===== config.mk =====
export PLATFORM = sky130hd
export DESIGN_NAME = bp_lce_req_arb
export DESIGN_NICKNAME = d
export VERILOG_FILES = /design/src/rtl/bp_lce_req_arb_pkg.sv /design/src/rtl/bp_lce_req_arb_rr.sv /design/src/rtl/bp_lce_req_arb.sv
export SDC_FILE = /design/constraint.sdc
export NUM_CORES = 2
export LEC_CHECK = 0
export BUFFER_PORTS_ARGS = -buffer_cell sky130_fd_sc_hd__buf_2
export CAP_MARGIN = 25
export CORE_AREA = 4 4 680 682
export DETAILED_ROUTE_END_ITERATION = 8
export DIE_AREA = 0 0 684 686
export SYNTH_ARGS = -nofsm -noshare
export SYNTH_HDL_FRONTEND = slang
export SYNTH_SLANG_ARGS = --single-unit
export TNS_END_PERCENT = 100

===== constraint.sdc =====
create_clock -name clk_i -period 20.7 [get_ports clk_i]
set_input_delay 4.14 -clock clk_i [delete_from_list [all_inputs] [get_ports clk_i]]
set_output_delay 4.14 -clock clk_i [all_outputs]
set_load 0.02 [all_outputs]

===== src/rtl/bp_lce_req_arb_pkg.sv =====
// bp_lce_req_arb_pkg: shared types, constants and message sizing for the LCE request arbiter
package bp_lce_req_arb_pkg;
  typedef enum logic [1:0] {e_bp_default_cfg, e_bp_unicore_tiny_cfg} bp_params_e;
  typedef struct packed {
    int paddr_width;
    int cce_block_width;
    int lce_id_width;
    int cce_id_width;
    int lce_assoc;
  } bp_proc_param_s;
  typedef enum logic [0:0] {e_reset, e_run} bp_lce_req_arb_state_e;
  localparam int bp_lce_req_arb_buf_els_gp = 2;
  // message type, subop and size fields of the BedRock header
  localparam int bp_bedrock_hdr_fixed_gp = 11;
  function automatic bp_proc_param_s bp_proc_param(input bp_params_e cfg);
    return (cfg == e_bp_unicore_tiny_cfg)
      ? bp_proc_param_s'{paddr_width: 32, cce_block_width: 64, lce_id_width: 2, cce_id_width: 1, lce_assoc: 2}
      : bp_proc_param_s'{paddr_width: 40, cce_block_width: 512, lce_id_width: 4, cce_id_width: 6, lce_assoc: 8};
  endfunction
  function automatic int safe_clog2(input int n);
    return (n > 1) ? $clog2(n) : 1;
  endfunction
  function automatic int lce_req_msg_width(input bp_params_e cfg);
    bp_proc_param_s p;
    p = bp_proc_param(cfg);
    return bp_bedrock_hdr_fixed_gp + p.paddr_width + p.cce_id_width + p.lce_id_width
         + safe_clog2(p.lce_assoc) + p.cce_block_width;
  endfunction
endpackage


===== src/rtl/bp_lce_req_arb_rr.sv =====
// bp_lce_req_arb_rr: combinational round-robin picker searching from last_i+1
module bp_lce_req_arb_rr
  import bp_lce_req_arb_pkg::*;
#(
  parameter int num_src_p = 2,
  localparam int lg_num_src_lp = safe_clog2(num_src_p)
) (
  input  logic [num_src_p-1:0]     v_i,
  input  logic [lg_num_src_lp-1:0] last_i,
  input  logic                     en_i,
  output logic [num_src_p-1:0]     grant_o,
  output logic [lg_num_src_lp-1:0] grant_idx_o
);
  localparam int iw_lp = lg_num_src_lp + 1;
  logic [iw_lp-1:0] idx;
  logic [lg_num_src_lp-1:0] k;
  // scan offsets farthest-first so the nearest valid source after last_i wins
  always_comb begin
    grant_o = '0;
    grant_idx_o = '0;
    idx = '0;
    k = '0;
    for (int j = num_src_p - 1; j >= 0; j--) begin
      idx = {1'b0, last_i} + iw_lp'(j + 1);
      idx = (idx >= iw_lp'(num_src_p)) ? idx - iw_lp'(num_src_p) : idx;
      k = idx[lg_num_src_lp-1:0];
      if (en_i && v_i[k]) begin
        grant_o = '0;
        grant_o[k] = 1'b1;
        grant_idx_o = k;
      end
    end
  end
endmodule


===== src/rtl/bp_lce_req_arb.sv =====
// bp_lce_req_arb: round-robin arbiter with 2-entry buffer onto one LCE request port; BP_LCE_REQ_ARB_STATS_EN adds grant/stall counters
module bp_lce_req_arb
  import bp_lce_req_arb_pkg::*;
#(
  parameter bp_params_e bp_params_p = e_bp_default_cfg,
  parameter int num_src_p = 2,
  localparam int lg_num_src_lp = safe_clog2(num_src_p),
  localparam int msg_width_lp = lce_req_msg_width(bp_params_p)
) (
  input  logic                            clk_i,
  input  logic                            reset_i,
  input  logic [num_src_p*msg_width_lp-1:0] src_req_i,
  input  logic [num_src_p-1:0]            src_v_i,
  output logic [num_src_p-1:0]            src_ready_o,
  input  logic                            hold_i,
  output logic [msg_width_lp-1:0]         lce_req_o,
  output logic [lg_num_src_lp-1:0]        lce_req_src_o,
  output logic                            lce_req_v_o,
  input  logic                            lce_req_ready_i,
  output logic                            idle_o
`ifdef BP_LCE_REQ_ARB_STATS_EN
  , output logic [num_src_p*32-1:0]       grant_count_o
  , output logic [31:0]                   stall_count_o
`endif
);
  bp_lce_req_arb_state_e state_q;
  logic [1:0] count_q, count_d;
  logic wptr_q, rptr_q;
  logic [lg_num_src_lp-1:0] last_q, grant_idx;
  logic [num_src_p-1:0] grant;
  logic en, enq, deq;
  logic [msg_width_lp-1:0] mem_q [bp_lce_req_arb_buf_els_gp];
  logic [lg_num_src_lp-1:0] src_q [bp_lce_req_arb_buf_els_gp];

  // grants only depend on registered state, valids and hold so ready never sees lce_req_ready_i
  assign en = (state_q == e_run) & ~hold_i & (count_q < 2'(bp_lce_req_arb_buf_els_gp));

  bp_lce_req_arb_rr #(.num_src_p(num_src_p)) rr (
    .v_i(src_v_i),
    .last_i(last_q),
    .en_i(en),
    .grant_o(grant),
    .grant_idx_o(grant_idx)
  );

  assign src_ready_o = grant;
  assign enq = |grant;
  assign deq = lce_req_v_o & lce_req_ready_i;
  assign count_d = count_q + 2'(enq) - 2'(deq);
  assign lce_req_v_o = (count_q != 2'd0);
  assign lce_req_o = mem_q[rptr_q];
  assign lce_req_src_o = src_q[rptr_q];
  assign idle_o = (state_q == e_run) & ~lce_req_v_o & ~|src_v_i;

  // control state: FSM, occupancy, pointers and round-robin history
  always_ff @(posedge clk_i)
    if (reset_i) begin
      state_q <= e_reset;
      count_q <= '0;
      wptr_q <= 1'b0;
      rptr_q <= 1'b0;
      last_q <= lg_num_src_lp'(num_src_p - 1);
    end else begin
      state_q <= e_run;
      count_q <= count_d;
      wptr_q <= wptr_q ^ enq;
      rptr_q <= rptr_q ^ deq;
      last_q <= enq ? grant_idx : last_q;
    end

  // buffer storage needs no reset; occupancy alone decides validity
  always_ff @(posedge clk_i)
    if (enq) begin
      mem_q[wptr_q] <= src_req_i[int'(grant_idx)*msg_width_lp +: msg_width_lp];
      src_q[wptr_q] <= grant_idx;
    end

`ifdef BP_LCE_REQ_ARB_STATS_EN
  logic [31:0] grant_cnt_q [num_src_p];
  logic [31:0] stall_cnt_q;
  // saturating per-source grant counters and downstream stall counter
  always_ff @(posedge clk_i)
    if (reset_i) begin
      grant_cnt_q <= '{default: '0};
      stall_cnt_q <= '0;
    end else begin
      for (int s = 0; s < num_src_p; s++)
        grant_cnt_q[s] <= grant_cnt_q[s] + 32'(grant[s] && (grant_cnt_q[s] != '1));
      stall_cnt_q <= stall_cnt_q + 32'(lce_req_v_o && !lce_req_ready_i && (stall_cnt_q != '1));
    end
  for (genvar g = 0; g < num_src_p; g++) begin : gc
    assign grant_count_o[g*32 +: 32] = grant_cnt_q[g];
  end
  assign stall_count_o = stall_cnt_q;
`endif

`ifndef SYNTHESIS
  // grant must be one-hot-or-zero and a full buffer must never accept
  always_ff @(posedge clk_i)
    if (!reset_i) begin
      assert ($onehot0(src_ready_o));
      assert (!(enq && (count_q == 2'd2)));
    end
`endif
endmodule

# Word-level counts from Yosys, hierarchy flattened
# Memory sizes are Yosys's and may differ from the RTL's. A register that Yosys moved wholly into a read port is not among the register bits.
# Cells that the tools add are included.
word_totals:
  ff_bits: 6
  elab_cells: 58
  input_bits: 1158
  ram_bits: 1154
  out_inout_bits: 581
  memories: 2
classes:
  n_reduce_logical: 8
  add_sub_neg: 6
  muxes: 19
  magnitude_cmp: 7
  n_bitwise: 9
  mul: 1
  shifts: 1
mem_list:
  columns: ["name", "words", "word_bits", "rd", "rd_ports_with_merged_regs", "write_ports", "line", "rtl"]
  rows:
  - ["mem_q", 2, 576, 1, 1, 1, "bp_lce_req_arb.sv:32", "logic [msg_width_lp-1:0] mem_q [bp_lce_req_arb_buf_els_gp];"]
  - ["src_q", 2, 1, 1, 1, 1, "bp_lce_req_arb.sv:33", "logic [lg_num_src_lp-1:0] src_q [bp_lce_req_arb_buf_els_gp];"]
ops:
  columns: ["operator", "count"]
  rows:
  - ["$shiftx A1152 B12 Y576", 1]
  - ["$mux W1", 15]
  - ["$and A1 B1 Y1", 5]
  - ["$mul A1 B4 Y5 const B", 1]
  - ["$ge A2 B2 Y1 const B", 2]
  - ["$logic_and A1 B1 Y1", 4]
  - ["$lt A1 B2 Y1 const B", 2]
  - ["$mux W2", 2]
  - ["$reduce_or A2 Y1", 2]
  - ["$add A1 B1 Y2 const B", 1]
  - ["$add A1 B2 Y2 const B", 1]
  - ["$add A2 B1 Y2", 1]
  - ["$demux W1 S1", 2]
  - ["$ge A1 B1 Y1 const B", 2]
  - ["$lt A2 B2 Y1 const B", 1]
  - ["$not A1 Y1", 2]
  - ["$reduce_bool A2 Y1", 1]
  - ["$sub A1 B1 Y1 const B", 2]
  - ["$sub A2 B1 Y2", 1]
  - ["$xor A1 B1 Y1", 2]
  - ["$logic_not A1 Y1", 1]

# Logic depth before layout (Yosys ltp)
logic_depth:
  ltp_word: 12
  ltp_mapped: 9
  mapped_depth_nobuf: 9

# Modules after synthesis
# A second synthesis with hierarchy kept.
hier_totals:
  hier_cells: 2475
  hier_area_um2: 51309.2
by_module_without_submodules:
  columns: ["module", "area_each_um2", "n_inst", "cells_each", "seq_area_each_um2"]
  rows:
  - ["bp_lce_req_arb", 51280.4, 1, 2469, 34773.4]
  - ["bp_lce_req_arb_rr", 28.8, 1, 6, 0.0]

# Worst setup path after synthesis
# No wires, ideal clock.
synth_path:
  kind: "input-to-reg"
  start: "input port hold_i"
  end: "memory mem_q[1][0] (netlist bit), enable pin"
  t_arrival_ns: 17.699
  stages: 3
  t_required_ns: 19.678
  n_path_buf: 0
  slack_ns: 1.979
  setup_time_ns: 1.022
  path_cell_list: "nor3b_2 o21a_1 ha_1"
synth_between:
  elab_chain_len: 9
  word_cells_on_any_way: 10
  classes_between: "4 x mux; 3 x bitwise; 3 x reduce/logical"
synth_rtl:
  columns: ["element", "line", "rtl"]
  rows:
  - ["start, declared", "bp_lce_req_arb.sv:15", "input logic hold_i,"]
  - ["$not A1 Y1 (*)", "bp_lce_req_arb.sv:36", "assign en = (state_q == e_run) & ~hold_i & (count_q < 2'(bp_lce_req_arb_buf_els_gp));"]
  - ["$and A1 B1 Y1 (*) (2 in series)", "bp_lce_req_arb.sv:36", null]
  - ["$logic_and A1 B1 Y1", "bp_lce_req_arb_rr.sv:27", "if (en_i && v_i[k]) begin"]
  - ["$mux W2", "bp_lce_req_arb_rr.sv:27", null]
  - ["$mux W2 (*)", "bp_lce_req_arb_rr.sv:27", null]
  - ["$reduce_or A2 Y1 (*)", "bp_lce_req_arb.sv:47", "assign enq = |grant;"]
  - ["$mux W1 (*)", "bp_lce_req_arb.sv:73", "if (enq) begin"]
  - ["$mux W1 (not written as such) (*)", "bp_lce_req_arb.sv:74", "mem_q[wptr_q] <= src_req_i[int'(grant_idx)*msg_width_lp +: msg_width_lp];"]
  - ["end, declared", "bp_lce_req_arb.sv:32", null]
# Every way passes the cells marked *; elsewhere a longest branch is shown, timed or not.

==> results by group <==
Status
  • Outcome: finished clean

Timing
  • Unrepaired setup endpoints after global routing: false
  • Portion of the clock cycle consumed by the worst path in the final layout: 46.3%
  • Number of pins with negative max-slew slack in the final report: 0
  • Worst Skew: between 0.02 and 0.025 ns
  • Final critical-path required period: ~9.6 ns
  • Number of failing setup endpoints in the final timing report: 0
  • Worst-Margin Slew: a little over 1 ns
  • Setup total negative slack: 0 ns
  • Max frequency: around 100 MHz
  • Hold Violations, Final: 0
  • Relative max-transition margin: a little under a third
  • Final critical-path setup slack: 11.12 ns

Floorplan
  • Ports placed on the boundary: 1739
  • Area enclosed by the die boundary: roughly 470000 sq um
  • CORE AREA: 456000 sq um
  • Initial cell density of the core: 10.7%
  • Chip Height: approximately 690 um
  • Die width: slightly below 700 um
  • Std cell rows: between 200 and 250

Logic synthesis
  • Leading area contributor after synthesis: sky130_fd_sc_hd__edfxtp_1
  • Fraction of synthesized cell area taken by the top area cell type: slightly above 70%
  • Proportion of synthesized chip area in sequential cells: between 70 and 80%
  • Count of flip-flops with a built-in enable after synthesis: about 1.2k
  • Dominant cell by count in the synthesized netlist: sky130_fd_sc_hd__edfxtp_1
  • Async set-reset flop share out of synthesis: 0%
  • Main flop type after synthesis: sky130_fd_sc_hd__edfxtp_1
  • Number of different library cells in the post-synthesis netlist: 26
  • Post-synthesis area per instance: 19.8 sq um
  • Largest cells by area after synthesis: sky130_fd_sc_hd__edfxtp_1 71%, sky130_fd_sc_hd__mux2_2 25%, sky130_fd_sc_hd__buf_6 1.3%, sky130_fd_sc_hd__mux2_1 1.1%, sky130_fd_sc_hd__buf_2 0.57%
  • Adder and majority cell fraction of the synthesized area: less than 1%
  • Synth Warn #: 0
  • Main combinational cell family by area after synthesis: multiplexers
  • Post-Synth Simple-Gate Area: 0.171%
  • Count of mapped cells out of synthesis: 2470
  • Complex-gate fraction of the synthesized area: less than 1%
  • Synth Cell Area: 49000 sq um
  • Multiplexer share of the synthesized area: between 20% and 30%
  • Number of nets in the synthesized netlist: roughly 3.6k
  • Most frequent cells after synthesis: 1154 x sky130_fd_sc_hd__edfxtp_1, 1104 x sky130_fd_sc_hd__mux2_2, 56 x sky130_fd_sc_hd__buf_2, 56 x sky130_fd_sc_hd__buf_6, 49 x sky130_fd_sc_hd__mux2_1
  • Parity-gate share of the synthesized area counting xor and xnor cells: less than 1%
  • Synth Register Bits: about 1.2k

Power
  • Comb power frac: between 20 and 30%
  • Internal power: slightly above 5 mW
  • Ratio of total power to cell area: 107 nW/um^2
  • Worst ir drop on vdd: ~0.080 mV
  • Leakage power: roughly 24 nW
  • Sequential group share of total power: between 30 and 40%
  • Switching share of power: between 30% and 40%
  • Fraction of power consumed by the clock network: 34.8%
  • Switch Pwr: roughly 2.4 mW

Route
  • Post-route DRC: 0
  • Per-cell routed wire length: between 30 and 40 um
  • Total via count after detailed routing: between 30k and 40k
  • First drt pass iteration count: 5
  • Vias per std cell: approximately 3.2
  • First DRT Iteration DRCs: 2378
  • Final antenna-violating net count: 0
  • Final Routed Wirelength: 353000 um

Worst hold path
  • Hold Crit Start: last_q
  • Hold Crit Class: flip-flop to flip-flop

GRT
  • Number of antenna violations at the first check in global routing: approximately 450
  • Gr ovfl total: 0
  • Global-route wire length before repair: about 420000 um
  • Maximum number of pins on one net before global-route repair: ~120
  • Number of global-route vias before repair: 32.8k
  • GRT Util Overall: 14.4%

Clock network
  • Clock insertion delay at the later pin of the skew report: just over 0.8 ns
  • CTS tree: yes
  • Setup Fix Bufs, Post-CTS: 0
  • Maximum level of the CTS H-tree: 4
  • Number of buffers created by CTS: 143
  • Number of sinks on the clock net: 1160
  • Quantity of hold-fixing buffers added after cts: 0
  • Master cell of the clock root buffer: sky130_fd_sc_hd__clkbuf_16
  • CTS clk-pin slew, worst paths: about 0.060 ns
  • Count of cells resized by post-cts repair: 0
  • Buffers from clock root to sink, at most: 4

Critical path
  • Crit. Startpoint: rptr_q
  • Data arrival time at the worst-slack endpoint: 5.44 ns
  • Capture point of the worst reg-to-reg path: mem_q[1][282]
  • Reg2reg start: count_q[1]
  • CP startpoint kind: flip-flop
  • Critical path class: flip-flop to output pin
  • Register-to-Register Path Depth: 7
  • CP endpoint kind: output pin
  • Required time of the critical path: 16.56 ns
  • Register-to-Register Setup Slack: roughly 16 ns
  • Termination of the worst setup path: lce_req_o[339]
  • Critical path peak fanout: ~110

Final layout
  • Nets@finish: ~5.4k
  • Count of fill cells added during filler insertion: approximately 50k
  • Fraction of layout cells with a size suffix above 1: between 70 and 80%
  • Area Growth Syn to Fin: 42.0%
  • Multi-input logic area: roughly 13000 sq um
  • Register Area: roughly 35000 sq um

Place
  • Half-perimeter wire length after detailed placement: 308000 um
  • Post-place setup slack: 11.12 ns
  • Count of port buffers added during placement: ~1.7k
  • Global placement routability congestion: approximately 0.98

Job
  • Max capacitance violation total: 0
[cells in the final DEF (no fill, tap or decap), types with 2 or more instances in the layout]
| master | instances |
|---|---|
| sky130_fd_sc_hd__clkinvlp_4 | 7 |
| sky130_fd_sc_hd__clkinv_8 | 4 |
| sky130_fd_sc_hd__clkbuf_16 | 145 |
| sky130_fd_sc_hd__inv_6 | 9 |
| sky130_fd_sc_hd__inv_1 | 4 |
| sky130_fd_sc_hd__bufinv_16 | 19 |
| sky130_fd_sc_hd__ha_1 | 2 |
| sky130_fd_sc_hd__dfxtp_1 | 5 |
| sky130_fd_sc_hd__clkinv_1 | 20 |
| sky130_fd_sc_hd__o21a_1 | 2 |
| sky130_fd_sc_hd__buf_12 | 11 |
| sky130_fd_sc_hd__clkbuf_1 | 31 |
| sky130_fd_sc_hd__buf_4 | 20 |
| sky130_fd_sc_hd__ha_4 | 2 |
| sky130_fd_sc_hd__clkinv_2 | 15 |
| sky130_fd_sc_hd__edfxtp_1 | 1154 |
| sky130_fd_sc_hd__mux2_1 | 49 |
| sky130_fd_sc_hd__clkinv_4 | 3 |
| sky130_fd_sc_hd__nand2_1 | 2 |
| sky130_fd_sc_hd__buf_2 | 1738 |
| sky130_fd_sc_hd__nor2_1 | 4 |
| sky130_fd_sc_hd__nor2b_1 | 2 |
| sky130_fd_sc_hd__mux2_2 | 1104 |
| sky130_fd_sc_hd__diode_2 | 110 |
[worst min-delay path by stage]
stage	endpoint	slack (ns)	cells after the start
2_1_floorplan	last_q	0.48	1
3_3_place_gp	last_q	0.54	1
3_5_place_dp	last_q	0.51	1
4_1_cts	last_q	0.53	1
5_1_grt	last_q	0.54	1
6_report	last_q	0.53	1
[stage by stage]
step	instance area (sq um)	power (mW)	cells	hold WS, ns	utilization (%)
after global placement	64600	4.94	10100	0.540	14.2
after CTS	69300	7.59	10400	0.528	15.2
after floorplan	49000	4.12	2470	0.480	-
after detailed placement	64600	4.95	10100	0.515	14.2
final	69500	7.44	10500	0.532	15.3
after global routing	69300	7.74	10400	0.541	15.2
[power by group through the flow]
stage | Sequential, mW | Clock, mW | Combinational [mW]
2_1_floorplan | 2.94 | 0 | 1.18
3_3_place_gp | 2.87 | 0 | 2.07
3_5_place_dp | 2.87 | 0 | 2.07
4_1_cts | 2.82 | 2.69 | 2.08
5_1_grt | 2.83 | 2.77 | 2.14
6_report | 2.82 | 2.59 | 2.03
[per-layer routing]
layer / routed length, um / vias to the layer above / GRT usage, %
met2: 163000 / 2253 / 23.9
met5: 1360 / - / 0
li1: - / 13500 / -
met1: 127000 / 16200 / 15.6
met4: 14100 / 212 / 3.82
met3: 48300 / 1052 / 8.28
[area by class of cell]
class	instances	area share [%]
well taps	6000	10.8
clock buffers	176	5.39
diodes	110	0.396
multi-input cells	1177	19.0
repair buffers	1769	13.0
inverters	4	0.0216
clock inverters	78	1.39
flip-flops and latches	1160	50.0
[logic make-up (layout without fill, tap and decap cells)]
family                     count (synthesis)  after routing
and+or+nand+nor                           15             15
adders and majority gates                  4              4
buffers and inverters                    133           2027
xor gates and xnor gates                   2              2
other                                      0            110
AOI/OAI and AO/OA                          3              3
DFF                                     1160           1160
muxes                                   1153           1153
[state kept, by name, summed over array words and instances, names as in the netlist]
signal and flops:
state_q 1, wptr_q 1, last_q 1, count_q 2
rptr_q 1, mem_q 1152, src_q 2
[worst max-delay path: stages, from the launching register on]
cell and delay (ns):
sky130_fd_sc_hd__dfxtp_4 0.79, sky130_fd_sc_hd__buf_12 0.43, sky130_fd_sc_hd__buf_4 0.65, sky130_fd_sc_hd__buf_12 0.53
sky130_fd_sc_hd__buf_4 0.78, sky130_fd_sc_hd__mux2_2 0.43, sky130_fd_sc_hd__buf_2 0.16
Note: power is estimated with default switching activity, not from simulation.
